## src/rtl/stopwatch_display_scan.sv

```systemverilog
// Four-digit multiplexed seven-segment driver for the stopwatch BCD chain.
// Digits are snapshotted once per frame so a carry mid-scan never shows torn.
module stopwatch_display_scan #(
    parameter int SCAN_DIV       = 100000,
    parameter bit SEG_ACTIVE_LOW = 1'b1,
    parameter bit AN_ACTIVE_LOW  = 1'b1
) (
    input  logic       clk,
    input  logic       rst_n,
    input  logic       en,
    input  logic       blank_lz,
    input  logic [3:0] min1,
    input  logic [3:0] sec10,
    input  logic [3:0] sec1,
    input  logic [3:0] ms100,
    input  logic [3:0] dp_mask,
    output logic [3:0] an,
    output logic [6:0] seg,
    output logic       dp,
    output logic       frame_done
);

    localparam int              PCNT_W   = (SCAN_DIV > 1) ? $clog2(SCAN_DIV) : 1;
    localparam logic [PCNT_W-1:0] PCNT_MAX = PCNT_W'(SCAN_DIV - 1);
    localparam logic [3:0]      AN_OFF   = {4{AN_ACTIVE_LOW}};
    localparam logic [6:0]      SEG_OFF  = {7{SEG_ACTIVE_LOW}};
    localparam logic            DP_OFF   = SEG_ACTIVE_LOW;

    logic [PCNT_W-1:0] r_pcnt;
    logic [1:0]        r_idx;
    logic [3:0]        r_sh_min1, r_sh_sec10, r_sh_sec1, r_sh_ms100;
    logic              w_tick;
    logic [3:0]        w_digit;
    logic              w_blank_slot;
    logic [3:0]        w_an_on;
    logic [6:0]        w_seg_on;
    logic              w_dp_on;

    // Active-high segment pattern {g,f,e,d,c,b,a}; non-BCD values show a dash.
    function automatic logic [6:0] bcd_to_seg(input logic [3:0] v);
        case (v)
            4'd0:    bcd_to_seg = 7'h3F;
            4'd1:    bcd_to_seg = 7'h06;
            4'd2:    bcd_to_seg = 7'h5B;
            4'd3:    bcd_to_seg = 7'h4F;
            4'd4:    bcd_to_seg = 7'h66;
            4'd5:    bcd_to_seg = 7'h6D;
            4'd6:    bcd_to_seg = 7'h7D;
            4'd7:    bcd_to_seg = 7'h07;
            4'd8:    bcd_to_seg = 7'h7F;
            4'd9:    bcd_to_seg = 7'h6F;
            default: bcd_to_seg = 7'h40;
        endcase
    endfunction

    assign w_tick = (r_pcnt == PCNT_MAX);

    always_ff @(posedge clk or negedge rst_n) begin
        if (!rst_n) begin
            r_pcnt     <= '0;
            r_idx      <= 2'd0;
            r_sh_min1  <= 4'd0;
            r_sh_sec10 <= 4'd0;
            r_sh_sec1  <= 4'd0;
            r_sh_ms100 <= 4'd0;
            frame_done <= 1'b0;
        end else begin
            r_pcnt     <= w_tick ? '0 : r_pcnt + 1'b1;
            frame_done <= w_tick && (r_idx == 2'd3);
            if (w_tick) begin
                r_idx <= r_idx + 2'd1;
                // End of the leftmost slot closes the frame: take a coherent copy.
                if (r_idx == 2'd3) begin
                    r_sh_min1  <= min1;
                    r_sh_sec10 <= sec10;
                    r_sh_sec1  <= sec1;
                    r_sh_ms100 <= ms100;
                end
            end
        end
    end

    always_comb begin
        w_digit = r_sh_ms100;
        case (r_idx)
            2'd0: w_digit = r_sh_ms100;
            2'd1: w_digit = r_sh_sec1;
            2'd2: w_digit = r_sh_sec10;
            2'd3: w_digit = r_sh_min1;
            default: w_digit = r_sh_ms100;
        endcase
    end

    assign w_blank_slot = blank_lz && (r_idx == 2'd3) && (r_sh_min1 == 4'd0);

    always_comb begin
        w_an_on  = 4'b0001 << r_idx;
        w_seg_on = bcd_to_seg(w_digit);
        w_dp_on  = dp_mask[r_idx];
        if (w_blank_slot) begin
            w_an_on  = 4'b0000;
            w_seg_on = 7'h00;
            w_dp_on  = 1'b0;
        end
        if (!en) begin
            w_an_on = 4'b0000;
        end
    end

    always_ff @(posedge clk or negedge rst_n) begin
        if (!rst_n) begin
            an  <= AN_OFF;
            seg <= SEG_OFF;
            dp  <= DP_OFF;
        end else begin
            an  <= w_an_on ^ AN_OFF;
            seg <= w_seg_on ^ SEG_OFF;
            dp  <= w_dp_on ^ DP_OFF;
        end
    end

endmodule
```

## config.mk

```make
export PLATFORM = sky130hd
export DESIGN_NAME = stopwatch_display_scan
export DESIGN_NICKNAME = d
export VERILOG_FILES = /design/src/rtl/stopwatch_display_scan.sv
export SDC_FILE = /design/constraint.sdc
export NUM_CORES = 1
export LEC_CHECK = 0
export CAP_MARGIN = 20
export CORE_MARGIN = 1.5
export CORE_UTILIZATION = 50
export DETAILED_ROUTE_END_ITERATION = 8
export GPL_ROUTABILITY_DRIVEN = 1
export PLACE_DENSITY = 0.75
export SLEW_MARGIN = 25
export SYNTH_ARGS = -nofsm -noshare
export SYNTH_HDL_FRONTEND = slang
export SYNTH_SLANG_ARGS = --single-unit
```

## constraint.sdc

```tcl
create_clock -name clk -period 3.3 [get_ports clk]
set_clock_uncertainty 0.15 [all_clocks]
set_input_delay 0.66 -clock clk [delete_from_list [all_inputs] [get_ports clk]]
set_output_delay 0.66 -clock clk [all_outputs]
set_load 0.1 [all_outputs]
```

==> results.md <==
Synthesis:
- When the netlist entered floorplanning its net count stood at ~230.
- The share of the Yosys chip area taken by registers is roughly 52%.
- The async set or reset register ratio after synthesis is 100.0%.
- The most area-hungry cell type in the Yosys netlist is sky130_fd_sc_hd__dfrtp_1.
- The synthesized netlist contains 38 unique library cells.
- Counting flops with a built-in enable in the synthesized netlist gives 0.
- The top-area cell type share of the netlist area is between 30% and 40%.
- After synthesis, the cell types taking the most area are sky130_fd_sc_hd__dfrtp_1, sky130_fd_sc_hd__dfstp_2, sky130_fd_sc_hd__mux2_4.
- The most used flip-flop cell after synthesis is sky130_fd_sc_hd__dfrtp_1.
- In this run, synthesis produced a sequential element count of 48.
- The mean post-synth cell area is between 10 and 15 sq um.
- The Yosys step of the flow raised 0 warnings.
- The area of the mapped netlist is roughly 2300 sq um.
- The number of instances in the synthesized netlist is between 150 and 200.

Routing:
- The first-pass detailed-route iteration total is 6.
- The post-route antenna net violation count is 0.
- The final routed wirelength across all metal layers is just over 4 mm.
- The post-detailed-route via-to-cell ratio is approximately 5.4.
- The final routed wire length divided by cell count is between 10 and 15 um.
- The number of DRC markers after the initial detailed-route iteration is 63.
- For this run, design rule violations remaining after detail routing come to 3.
- The total vias in the final route is around 1500.

Global route:
- The global-route wire length before repair is about 7 mm.
- The sum of overflow across all layers after global routing is 0.
- Global routing consumed, on the met3 layer, about 4.4% of the routing resources.
- The busiest layer in global routing is met1.
- For met1 alone, demand over resource in global routing was between 20% and 30%.
- Global routing consumed, on the met2 layer, 25.44% of the routing resources.
- Entering global routing, the biggest net connects just under 50 pins.
- The via count of the first global-routing pass came to around 1500.
- For this run, the total global-route usage over all layers was measured as a little under a fifth.
- The number of antenna violations at the first check in global routing came to 0.

Critical path:
- Walking the worst path, the cells encountered are inv_1 > ha_1 > a222oi_1 > a21oi_1 > inv_1 > ha_1 > nor4_1 > a21oi_1.
- The cell at the slowest stage of the critical path is sky130_fd_sc_hd__a21oi_1.
- STA puts the critical path data required time at between 3 and 4 ns.
- The type of element capturing the critical path is a flop.
- The critical path contains buffers and inverters numbering 2 combined.
- The delay of the slowest cell on the worst path is 0.53 ns.
- The kind of critical path is flop to flop.
- The cell family contributing the most delay on the critical path is compound AO/OA/AOI/OAI gates.
- The largest fanout on the critical path is 8.
- The type of element launching the critical path is a flop.
- The data arrival time at the worst-slack endpoint is about 2.7 ns.

Floorplanning:
- The floorplan has 24 rows.
- The die extent in y is 71.46 um.
- Pin placement for this block handled 37 I/O pins.
- The initial utilization of the core area, before any placement, comes to 52.73%.
- The floorplan step defined a die boundary enclosing between 5000 and 6000 sq um.
- The chip width is a little over 70 um.
- The standard cell core area is roughly 4400 sq um.

Cells and area:
- The layout net count is about 270.
- The post-layout instance area is between 2000 and 3000 sq um.
- The multi-input gate area in the final layout is approximately 1000 sq um.
- The area used by sequential logic in the layout is between 1000 and 1500 sq um.
- The synthesis-to-finish area growth is 18.69%.
- The antenna diode count is 0.
- The layout cell share with drive strength beyond 1 is between 20 and 25%.
- The layout filler cell count is around 370.

Timing:
- The max-slew violation count is 0.
- The final period demand of the worst path is 2.580 ns.
- The worst hold slack across all endpoints is 0.2121 ns.
- Setup repair after global routing left no endpoint under its margin.
- The number of hold-slack violations in the final timing report came to 0.
- The total setup violations reported at the end of the flow is 0.
- The pin slew with the least headroom to its limit is roughly 0.6 ns.
- In the post-route analysis, the smallest setup slack over all paths is around 0.72 ns.
- After layout, the worst path uses 78.18% of the clock period.
- The normalized max-slew margin is between 50% and 60%.
- The sum of negative setup slack is 0 ns.
- Timing would allow up to a little under 0.4 GHz.

Clock tree:
- TritonCTS created 5 clock buffers.
- Counting along the longest clock path gives a buffer depth of 2.
- The buffer type at the clock tree root is sky130_fd_sc_hd__clkbuf_8.
- The clock reaches the later pin of the worst-skew pair after ~0.30 ns.
- The number of hold buffers added after CTS was 0.
- Post-CTS repair changed the size of 0 cells.
- TritonCTS built the clock tree.
- Clock-pin slew was measured on the worst setup and hold paths at 0.08 ns.
- The H-tree was split into 2 levels.
- CTS saw 48 sinks.
- The number of setup buffers added after CTS is 0.

Min path:
- The type of the tightest min-delay check is input port to asynchronous set/reset pin.

Placement:
- After detailed placement, the total cell area comes to 2689 sq um.
- The detailed placement HPWL is a little under 3 mm.
- At the end of routability-driven placement, the weighted congestion stood at 0.8453.
- At the placement stage, the worst setup path has a slack of about 0.71 ns.
- Buffers placed on the I/O ports in this run total 36.

Flow run:
- Across the run, the number of max-cap violations was 0.

Pwr:
- The total design power is roughly 0.0011 W.
- IR analysis of the VDD net gives a maximum drop of approximately 240 uV.
- The static leakage is 1.245 nW.
- The power per cell area is 408.0 nW/um^2.

Outcome:
- The run finished, with violations left.
- The checks that failed: design-rule violations.
==> registers in the layout, indices dropped and copies added, names as in the netlist <==
register / cells
r_sh_ms100: 4
r_sh_min1: 4
r_pcnt: 17
r_sh_sec10: 4
r_sh_sec1: 4
frame_done: 1
r_idx: 2
seg: 7
an: 4
dp: 1
==> stage by stage <==
stage | instances | utilization (%)
after floorplan | 193 | -
after global placement | 276 | 60.50
after detailed placement | 276 | 60.50
after CTS | 284 | 62.53
after global routing | 284 | 62.58
final | 284 | 62.58
==> logic make-up (layout without fill, tap and decap cells) <==
group	count (synthesis)	in the layout	synth area share, %
DFF	48	48	51.90
adders and majority gates	11	11	5.873
muxes	20	20	11.59
AOI/OAI and AO/OA	22	22	6.247
buffers and inverters	16	55	3.897
xor gates and xnor gates	15	15	5.606
and+or+nand+nor	61	61	14.90
==> cells in the mapped netlist (all sizes together) (4+ instances only) <==
library cell / count
nand2: 12
clkbuf: 4
dfstp: 12
dfrtp: 36
ha: 11
mux2: 17
nor2b: 6
xnor2: 11
inv: 9
nand4: 5
nand3: 5
nor2: 11
a21oi: 8
nor4: 4
nor3: 6
o21ai: 4
a222oi: 4
xor2: 4
==> report_power, final <==
part	internal, W	switching [W]	leakage, nW
combinational	0.0000572	0.000101	0.622
clock	0.000171	0.000184	0.0455
sequential	0.000613	0.00000924	0.578
total	0.000841	0.000294	1.25
==> cells in the final DEF, fill, tap and decap left out, types with 2 or more instances in the layout <==
cell type and n:
sky130_fd_sc_hd__xnor2_1 11, sky130_fd_sc_hd__nor2b_1 6, sky130_fd_sc_hd__nand2_1 11, sky130_fd_sc_hd__xor2_1 4
sky130_fd_sc_hd__a222oi_1 4, sky130_fd_sc_hd__dfrtp_1 36, sky130_fd_sc_hd__nor2_1 11, sky130_fd_sc_hd__clkdlybuf4s50_1 22
sky130_fd_sc_hd__o21ai_0 4, sky130_fd_sc_hd__clkbuf_1 2, sky130_fd_sc_hd__buf_4 16, sky130_fd_sc_hd__nand3_1 5
sky130_fd_sc_hd__a21o_1 2, sky130_fd_sc_hd__dfstp_2 12, sky130_fd_sc_hd__nand4_1 5, sky130_fd_sc_hd__clkbuf_8 6
sky130_fd_sc_hd__ha_1 11, sky130_fd_sc_hd__inv_1 9, sky130_fd_sc_hd__mux2i_1 2, sky130_fd_sc_hd__nor4_1 4
sky130_fd_sc_hd__mux2_4 10, sky130_fd_sc_hd__a211oi_1 2, sky130_fd_sc_hd__nor3_1 6, sky130_fd_sc_hd__mux2_2 7
sky130_fd_sc_hd__a21oi_1 8, sky130_fd_sc_hd__and3_1 3
==> layout make-up <==
class / count / share of cell area (%)
Clock buffer: 8 / 3.239
Inverter: 9 / 1.215
Tap cell: 52 / 2.339
Multi-Input combinational cell: 129 / 37.25
Sequential cell: 48 / 43.72
Timing Repair Buffer: 38 / 12.24
==> worst reg2reg max path: stages (launching register included) <==
cell                       delay, ns
sky130_fd_sc_hd__dfrtp_1        0.43
sky130_fd_sc_hd__inv_1          0.15
sky130_fd_sc_hd__ha_1           0.28
sky130_fd_sc_hd__a222oi_1       0.15
sky130_fd_sc_hd__a21oi_1        0.53
sky130_fd_sc_hd__inv_1          0.19
sky130_fd_sc_hd__ha_1           0.24
sky130_fd_sc_hd__nor4_1         0.31
sky130_fd_sc_hd__a21oi_1        0.07
==> path summary, 6_finish.rpt <==
path                            startpoint       endpoint  slack [ns]  depth (start not counted)
worst max-delay path              r_idx[0]         seg[0]        0.72                          8
worst min-delay path                 rst_n  r_sh_ms100[1]        0.21                          1
worst max register to register    r_idx[0]         seg[0]        0.72                          8
worst min register to register   r_pcnt[0]      r_pcnt[0]        0.34                          1
max in group asynchronous            rst_n     r_pcnt[15]        2.39                          1
min in group clk                 r_pcnt[0]      r_pcnt[0]        0.34                          1
==> metal layers <==
layer	up-vias	part of all wire (%)
li1	754	-
met1	743	51
met2	48	43
met3	2	5.6
met4	0	0.88
met5	-	0
(Power assumes the default switching activity.)
